**src/rtl/parking_system.sv**
```systemverilog
// Car-park entry gate controller: sensors, 2+2-bit password,
// green/red lamps and a two-digit 7-segment status readout.
module parking_system #(
  parameter logic [1:0] PASS_1      = 2'b01,
  parameter logic [1:0] PASS_2      = 2'b10,
  parameter logic [2:0] WAIT_CYCLES = 3'd4
) (
  input  logic       clock_in,
  input  logic       rst_in,
  input  logic       Front_Sensor,
  input  logic       Back_Sensor,
  input  logic [1:0] pass_1,
  input  logic [1:0] pass_2,
  output logic       G_LED,
  output logic       R_LED,
  output logic [6:0] HEX_1,
  output logic [6:0] HEX_2
);

  typedef enum logic [2:0] {
    IDLE          = 3'd0,
    WAIT_PASSWORD = 3'd1,
    WRONG_PASS    = 3'd2,
    RIGHT_PASS    = 3'd3,
    STOP          = 3'd4
  } state_t;

  localparam logic [6:0] SEG_BLANK = 7'h7F;
  localparam logic [6:0] SEG_E     = 7'h06;
  localparam logic [6:0] SEG_N     = 7'h2B;
  localparam logic [6:0] SEG_6     = 7'h02;
  localparam logic [6:0] SEG_0     = 7'h40;
  localparam logic [6:0] SEG_5     = 7'h12;
  localparam logic [6:0] SEG_P     = 7'h0C;

  state_t     state;
  state_t     next_state;
  logic [2:0] wait_cnt;
  logic [2:0] wait_nxt;
  logic       blink;
  logic       pw_ok;

  assign pw_ok = (pass_1 == PASS_1) && (pass_2 == PASS_2);

  // State, wait counter and blink phase registers.
  always_ff @(posedge clock_in) begin
    if (rst_in) begin
      state    <= IDLE;
      wait_cnt <= 3'd0;
      blink    <= 1'b0;
    end else begin
      state    <= next_state;
      wait_cnt <= wait_nxt;
      blink    <= ~blink;
    end
  end

  // Next-state logic; the counter only runs while staying in WAIT_PASSWORD.
  always_comb begin
    next_state = IDLE;
    wait_nxt   = 3'd0;
    unique case (state)
      IDLE: begin
        next_state = Front_Sensor ? WAIT_PASSWORD : IDLE;
      end
      WAIT_PASSWORD: begin
        if (wait_cnt < WAIT_CYCLES) begin
          next_state = WAIT_PASSWORD;
          wait_nxt   = wait_cnt + 3'd1;
        end else begin
          next_state = pw_ok ? RIGHT_PASS : WRONG_PASS;
        end
      end
      WRONG_PASS: begin
        next_state = pw_ok ? RIGHT_PASS : WRONG_PASS;
      end
      RIGHT_PASS: begin
        if (Front_Sensor && Back_Sensor)
          next_state = STOP;
        else if (Back_Sensor)
          next_state = IDLE;
        else
          next_state = RIGHT_PASS;
      end
      STOP: begin
        next_state = pw_ok ? RIGHT_PASS : STOP;
      end
      default: begin
        next_state = IDLE;
      end
    endcase
  end

  // Lamp and display decode from registered state and blink.
  always_comb begin
    G_LED = 1'b0;
    R_LED = 1'b0;
    HEX_1 = SEG_BLANK;
    HEX_2 = SEG_BLANK;
    unique case (state)
      WAIT_PASSWORD: begin
        R_LED = 1'b1;
        HEX_1 = SEG_E;
        HEX_2 = SEG_N;
      end
      WRONG_PASS: begin
        R_LED = blink;
        HEX_1 = SEG_E;
        HEX_2 = SEG_E;
      end
      RIGHT_PASS: begin
        G_LED = blink;
        HEX_1 = SEG_6;
        HEX_2 = SEG_0;
      end
      STOP: begin
        R_LED = blink;
        HEX_1 = SEG_5;
        HEX_2 = SEG_P;
      end
      default: begin
        G_LED = 1'b0;
        R_LED = 1'b0;
      end
    endcase
  end

endmodule

```
**config.mk**
```make
export PLATFORM = sky130hd
export DESIGN_NAME = parking_system
export DESIGN_NICKNAME = d
export VERILOG_FILES = /design/src/rtl/parking_system.sv
export SDC_FILE = /design/constraint.sdc
export NUM_CORES = 1
export LEC_CHECK = 0
export ABC_CLOCK_PERIOD_IN_PS = 1450
export CORE_ASPECT_RATIO = 1.1
export CORE_MARGIN = 2
export CORE_UTILIZATION = 34
export DETAILED_ROUTE_END_ITERATION = 8
export GPL_TIMING_DRIVEN = 0
export HOLD_SLACK_MARGIN = 0.1
export PLACE_DENSITY = 0.72
export SYNTH_ARGS = -nofsm -noshare
export SYNTH_HDL_FRONTEND = slang
export SYNTH_SLANG_ARGS = --single-unit
```
**constraint.sdc**
```tcl
create_clock -name clock_in -period 1.45 [get_ports clock_in]
set_input_delay 0.3625 -clock clock_in [delete_from_list [all_inputs] [get_ports clock_in]]
set_output_delay 0.3625 -clock clock_in [all_outputs]
set_load 0.005 [all_outputs]
```
== After elaboration in Yosys (flattened, before gate mapping) ==
Cells that the tools add are included.

* Input bits: 8
* Register bits after elaboration: 7
* Word-level logic and storage cells: 31
* Output and inout port bits: 16

* Reductions and logical operators: 6
* Add/subtract/negate cells: 1
* $lt $le $gt $ge: 1
* Eq/ne operators: 6
* Bitwise operators: 3
* Mux-type cells: 11

{| class="wikitable"
|+ Operator list
! cell !! number
|-
| case mux 7 bit (4 select lines) || 1
|-
| case mux 7 bit (3 select lines) || 1
|-
| case mux 3 bit (5 select lines) || 1
|-
| equality test 3 x 2 -> 1 bit (second input constant) || 2
|-
| two-way mux 3 bit || 2
|-
| two-way mux 2 bit || 2
|-
| OR reduction 2 bit || 2
|-
| adder 3 x 1 -> 3 bit (second input constant) || 1
|-
| equality test 3 x 1 -> 1 bit (second input constant) || 1
|-
| equality test 3 bit (second input constant) || 1
|-
| logical NOT 3 bit || 1
|-
| less-than comparator 3 bit (second input constant) || 1
|-
| two-way mux 1 bit || 3
|-
| NOT 1 bit || 3
|-
| OR reduction 3 bit || 1
|-
| equality test 2 x 1 -> 1 bit (second input constant) || 1
|-
| equality test 2 bit (second input constant) || 1
|-
| logical AND 1 bit || 2
|-
| case mux 1 bit (2 select lines) || 1
|}

== Longest topological paths before layout ==
Gate-level depths: netlist of the first run.

* Depth after elaboration: 5
* Depth in mapped cells: 5
* Mapped depth without buffers: 4

== Worst setup path after synthesis of the first run ==
OpenSTA, ideal clock, no wires.

* Kind: register to output
* Start: register state[0]
* End: output HEX_1[3]
* Required time: 1087 ps
* Setup slack: -73 ps
* Path buffers: 2
* Arrival: 1160 ps
* Stages on the path, launching flop included: 5
* Cells stage by stage: dfxtp_1 buf_6 nor2_1 xor2_1 buf_4

* Longest elaborated chain between the ends: 3
* Elaborated cells between the ends (all ways): 6
* Classes of those cells: eq/ne (4); mux (1); reduce/logical (1)

{| class="wikitable"
|+ RTL lines
! what !! RTL line !! source
|-
| start: declaration || 36 || <nowiki>state_t state;</nowiki>
|-
| start signal: assignment || 52 || <nowiki>state <= next_state;</nowiki>
|-
| equality test 3 x 2 -> 1 bit / equality test 3 x 1 -> 1 bit (equally long branches) || 100 || <nowiki>unique case (state)</nowiki>
|-
| OR reduction 2 bit (no line) || -- ||
|-
| case mux 7 bit (3 select lines) (*) || 100 ||
|-
| end: declaration || 16 || <nowiki>output logic [6:0] HEX_1,</nowiki>
|}

Mark *: on every way between the ends. The rest lies on a longest branch, timed or not.

== Worst setup path after layout of the first run ==
* Start: register state[2]
* End: output HEX_2[1]

* Longest elaborated chain between the ends: 2
* Elaborated cells between the ends (all ways): 5
* Classes of those cells: eq/ne (4); mux (1)

{| class="wikitable"
|+ RTL lines
! what !! RTL line !! source
|-
| equality test 3 bit, or another cell as far along || 100 ||
|-
| case mux 7 bit (4 select lines) (*) || 100 ||
|-
| end: declaration || 17 || <nowiki>output logic [6:0] HEX_2</nowiki>
|}

Marked as above.

==> results.py, run 1 <==
metrics = {
    "worst_setup_path": {
        "worstPathArrival_ps": 1370,
        "start_kind": "flop",
        "required_ps": 1090,
        "worstSetupPathType": "reg -> out",
        "cp_max_fo": 3,
        "end_kind": "output pin",
    },
    "grt": {
        "gr-total-overflow": 0,
        "grt_usage_pct": 21.8,
        "grt_pass1_wl_mm": 2.54,
        "antenna_found_initial": 0,
        "grt_max_degree": 11,
        "grt_pass1_vias": 568,
    },
    "synthesis": {
        "synth_top_area_cell": "dfxtp_1",
        "synth_nets": 66,
        "ys_warn_count": 0,
        "syn_area_per_cell_sq_um": 8.52,
        "synthesis.area_sq_um": 485,
        "synth_area_leaders": "dfxtp_1 (29%), buf_4 (11%), o31ai_4 (4.4%)",
        "netlist-cell-type-count": 30,
        "synth_top_area_share_pct": 28.9,
        "synthCells": 57,
        "ys_seq_area_share_pct": 28.9,
        "ys_seq_elements": 7,
    },
    "timing": {
        "hold_violations": 0,
        "finalWorstSetupSlack_ps": -287,
        "rsz0062_at_grt": "yes",
        "finalSetupViolCount": 14,
        "slew_violations": 0,
        "whs_ps": 422,
        "layout_worst_path_cycle_share_pct": 120,
        "layout_min_cycle_time_ps": 1740,
        "fmax_mhz": 576,
        "setup_tns_ps": -3160,
        "skew_ps": 2.22,
    },
    "layout": {
        "nFillCells": 90,
        "nets": 113,
        "multi_input_area_sq_um": 344,
        "final_common_cell": "buf_6",
        "final_cell_mix": "buf_6 (27), buf_4 (12), clkdlybuf4s50_1 (7), dfxtp_1 (4), buf_2 (4)",
        "drive_gt1_share_pct": 65.0,
        "register_area_sq_um": 149,
        "n_antenna_cell": 0,
        "syn2layout_area_growth_pct": 113,
    },
    "route": {
        "dr.pass1.iters": 3,
        "wire_per_inst_um": 14.5,
        "ant_nets": 0,
        "vias": 557,
        "via_per_inst": 4.68,
        "drc": 0,
        "wirelength_mm": 1.72,
        "drt_iter0_drc": 6,
    },
    "clocking": {
        "postCtsHoldBufs": 0,
        "root_buffer": "clkbuf_4",
        "clkLatencyLatePin_ps": 240,
        "path_clk_slew_ps": 50,
        "cts_sinks": 7,
        "tritoncts.num_buffers": 3,
        "cts_tree": "built",
        "clockBufferDepth": 2,
        "htreeDepth": 1,
    },
    "job": {
        "drv_cap": 0,
    },
    "run_status": {
        "violations": "setup timing",
        "status": "complete, but fails checks",
    },
    "place": {
        "port_buffers": 22,
        "place_ws_ps": -485,
        "gp_congestion": 0.747,
        "hpwl_um": 828,
    },
    "pwr": {
        "total_power_uw": 538,
        "vdd_ir_drop_max_v": 0.000410,
        "p_leak_nw": 0.475,
        "power_density_nw_per_um2": 520,
    },
    "hold_path": {
        "min_path_type": "reg -> reg",
    },
    "floorplan": {
        "die_h_um": 43.6,
        "coreArea_sq_um": 1350,
        "rows": 14,
        "die_area_sq_um": 1750,
        "dieWidth_um": 40.0,
        "io_pins": 24,
        "start_util_pct": 36.0,
    },
}
final cells by class:
cell class	instances	share of cell area [%]
Buffer	7	6.88
Multi-Input combinational cell	39	33.2
Sequential cell	7	14.4
Timing Repair Buffer	44	40.3
Tap cell	16	1.93
Clock buffer	4	2.54
Inverter	2	0.725
synth_stat cells:
| library cell | instances |
|---|---|
| and3_1 | 2 |
| nand2b_1 | 1 |
| a21oi_1 | 3 |
| o31ai_4 | 1 |
| a21boi_1 | 1 |
| nand2_1 | 3 |
| nand3_1 | 2 |
| o21ai_0 | 1 |
| ha_1 | 1 |
| or2_2 | 1 |
| nor2_1 | 4 |
| nor4b_2 | 1 |
| and2_1 | 3 |
| buf_6 | 1 |
| buf_4 | 7 |
| a21o_1 | 1 |
| nor2b_1 | 2 |
| mux2i_1 | 1 |
| o21a_1 | 1 |
| and2b_1 | 2 |
| inv_1 | 2 |
| nand4_1 | 1 |
| o21ai_2 | 1 |
| o22ai_1 | 2 |
| buf_2 | 1 |
| nand4bb_1 | 1 |
| xor2_1 | 1 |
| nor2b_2 | 1 |
| dfxtp_1 | 7 |
| conb_1 | 1 |
per-layer routing:
metal  global-route usage, %  vias to the layer above  part of all wire [%]
li1                        -                      276                     -
met1                    24.7                      253                    41
met2                    38.1                       22                    52
met3                    2.05                        6                   4.8
met4                    11.7                        0                   2.1
met5                       0                        -                     0
report_power, final:
group          switching (mW)  total (mW)  leakage [nW]  internal [mW]
logic                  0.0615       0.167         0.401          0.106
clock network          0.0650       0.170        0.0150          0.105
registers             0.00551       0.202        0.0591          0.196
stage by stage:
stage / utilization [%] / std cells / cell area [sq um]
after floorplan: - / 57 / 495
after detailed placement: 54.5 / 95 / 736
after CTS: 75.3 / 119 / 1020
after global placement: 54.5 / 95 / 736
final: 76.8 / 119 / 1040
after global routing: 76.8 / 119 / 1040
registers in the layout, summed over array words and instances, names as in the netlist:
name	cells
blink	1
wait_cnt	3
state	3
critical path: stages (launching register included):
cell     delay [ps]
dfxtp_4         340
and2b_2         260
buf_6           120
nand2_4          40
and2_4          160
buf_6           110
buf_6           100
final timing paths:
| path | start | end | slack [ps] | depth (start not counted) |
|---|---|---|---|---|
| max | state[2] | HEX_2[1] | -290 | 6 |
| min | wait_cnt[0] | wait_cnt[0] | 420 | 1 |
| max reg2reg | state[1] | state[1] | 30 | 8 |
| min reg2reg | wait_cnt[0] | wait_cnt[0] | 420 | 1 |
cells by family after synthesis:
kind of cell	synth area share (%)
muxes	2.06
adders and majority gates	2.58
AOI/OAI and AO/OA	17.5
buffers and inverters	15.7
and+or+nand+nor	30.7
other	0.772
DFF	28.9
xor gates and xnor gates	1.80
timing repair:
item	in CTS	in global routing
endpoints found under the setup margin	15	18
gates resized for setup	101	15
pin swaps	6	7
buffers inserted	22	9
Note: power is estimated with default switching activity, not from simulation.
==> run 2: changes to the inputs <==
- TNS_END_PERCENT: default -> 20
==> run 2 against run 1 <==
Effect of this change:
- non-clock buffer count shrank 1
- critical endpoint is now HEX_2[4]
- clock power is essentially flat
- the run still ends with setup timing left
- via count is 0.18% lower
- cell count is 0.84% lower
- largest cell class unchanged
==> results.py, run 2 (synthesis gave the netlist of run 1 again) <==
metrics = {
    "route": {
        "via_per_inst": 4.71,
        "drc": 0,
        "wire_per_inst_um": 13.8,
        "vias": 556,
        "ant_nets": 0,
        "drt_iter0_drc": 6,
        "dr.pass1.iters": 4,
        "wirelength_mm": 1.63,
    },
    "place": {
        "hpwl_um": 828,
        "gp_congestion": 0.747,
        "placed_cell_area_sq_um": 736,
        "port_buffers": 22,
    },
    "layout": {
        "multi_input_area_sq_um": 324,
        "reg_top3": "state: 3 flops, wait_cnt: 3 flops, blink: 1 flops",
        "final_cell_mix": "buf_6 (25), buf_4 (11), clkdlybuf4s50_1 (7), dfxtp_1 (4), buf_2 (4)",
        "register_area_sq_um": 151,
        "nFillCells": 99,
        "n_antenna_cell": 0,
        "nets": 112,
        "drive_gt1_share_pct": 62.7,
        "syn2layout_area_growth_pct": 106,
        "stdcell_area_sq_um": 1000,
        "final_common_cell": "buf_6",
    },
    "grt": {
        "grt_usage_pct": 20.4,
        "met1_usage_pct": 20.9,
        "gr-total-overflow": 0,
        "grt_use_met2_pct": 33.9,
        "grt_max_degree": 11,
        "grt_util_met3_pct": 4.62,
        "antenna_found_initial": 0,
        "grt_pass1_wl_mm": 2.40,
        "gr-max-usage-layer": "met2",
        "grt_pass1_vias": 557,
    },
    "pwr": {
        "vdd_ir_drop_max_v": 0.000456,
        "p_leak_nw": 0.461,
        "p_comb_share_pct": 30.5,
        "seq_power_share_pct": 37.6,
        "pwr-share-clk_pct": 31.9,
        "power_density_nw_per_um2": 534,
        "p_sw_uw": 130,
        "p_int_uw": 405,
        "p_sw_share_pct": 24.3,
    },
    "worst_setup_path": {
        "r2r_cells": 10,
        "cp_max_fo": 5,
        "end_kind": "output pin",
        "worstPathArrival_ps": 1340,
        "r2r_end": "state[1]",
        "reg2reg_slack_ps": -160,
        "worstSetupPathType": "reg -> out",
        "r2r_start": "state[1]",
        "start_kind": "flop",
        "endpoint": "HEX_2[4]",
        "cp-startpoint": "state[1]",
        "required_ps": 1090,
    },
    "hold_path": {
        "min_path_type": "reg -> reg",
    },
    "job": {
        "drv_cap": 0,
    },
    "floorplan": {
        "rows": 14,
        "die_area_sq_um": 1750,
        "start_util_pct": 36.0,
        "coreArea_sq_um": 1350,
        "io_pins": 24,
        "dieWidth_um": 40.0,
        "die_h_um": 43.6,
    },
    "run_status": {
        "status": "complete, but fails checks",
        "violations": "setup timing",
    },
    "timing": {
        "layout_min_cycle_time_ps": 1700,
        "hold_violations": 0,
        "skew_ps": 4.57,
        "fmax_mhz": 587,
        "layout_worst_path_cycle_share_pct": 117,
        "rsz0062_at_grt": "yes",
        "whs_ps": 424,
        "slew_violations": 0,
        "finalWorstSetupSlack_ps": -253,
        "finalSetupViolCount": 15,
    },
    "clocking": {
        "cts_sinks": 7,
        "root_buffer": "clkbuf_4",
        "htreeDepth": 1,
        "path_clk_slew_ps": 50,
        "tritoncts.num_buffers": 3,
        "cts_tree": "built",
        "clkLatencyLatePin_ps": 250,
        "clockBufferDepth": 2,
    },
}
## run 2: changes by cell type in the layout (fill, tap and decap cells not counted), sizes merged
cell         change
clkbuf           +1
dlygate4sd2      +1
buf              -3
## run 2: per-layer routing
metal / share of wire [%] / wire length (um)
met1: 37 / 611
met3: 7.2 / 117
met5: 0 / 0
met2: 53 / 862
met4: 2.6 / 43
## run 2: area by class of cell
type | count | share of cell area (%)
well taps | 16 | 2.00
repair buffers | 42 | 39.3
flip-flops and latches | 7 | 15.1
inverters | 2 | 0.749
multi-input cells | 39 | 32.3
plain buffers | 8 | 7.87
clock buffers | 4 | 2.62
## run 2: power groups by stage
stage	Combinational (mW)	Sequential, mW	Clock [mW]
after CTS	0.161	0.200	0.177
after detailed placement	0.122	0.207	0
after global placement	0.120	0.207	0
after floorplan	0.0583	0.206	0
final	0.163	0.201	0.171
after global routing	0.176	0.201	0.194
## run 2: worst min path at each step
stage,start,endpoint,slack [ps],cells past startpoint
after floorplan,wait_cnt[0],wait_cnt[0],400,1
after global placement,wait_cnt[0],wait_cnt[0],420,1
after detailed placement,wait_cnt[0],wait_cnt[0],420,1
after CTS,wait_cnt[0],wait_cnt[0],420,1
after global routing,wait_cnt[0],wait_cnt[0],450,1
final,wait_cnt[0],wait_cnt[0],420,1
## run 2: critical path, cell delays in order, from the launching register on
cell and delay [ps]:
dfxtp_4 360, nor2_4 230, xor2_4 200, buf_6 140, buf_6 90, buf_6 80
## run 2: stage by stage
stage / power, mW / setup TNS (ps) / utilization (%) / setup slack [ps] / instances
after global routing: 0.571 / -3680 / 74.3 / -328 / 118
after detailed placement: 0.329 / -5350 / 54.5 / -485 / 95
final: 0.535 / -2760 / 74.3 / -253 / 118
after floorplan: 0.264 / 0 / - / 86.8 / 57
after global placement: 0.327 / -4970 / 54.5 / -456 / 95
after CTS: 0.538 / -3710 / 72.5 / -320 / 117
## run 2: what timing repair did
item / CTS / global route
pin swaps: 6 / 6
hold buffers: 0 / 0
setup endpoints to repair: 15 / 18
gates resized for setup: 85 / 12
buffers inserted: 20 / 2
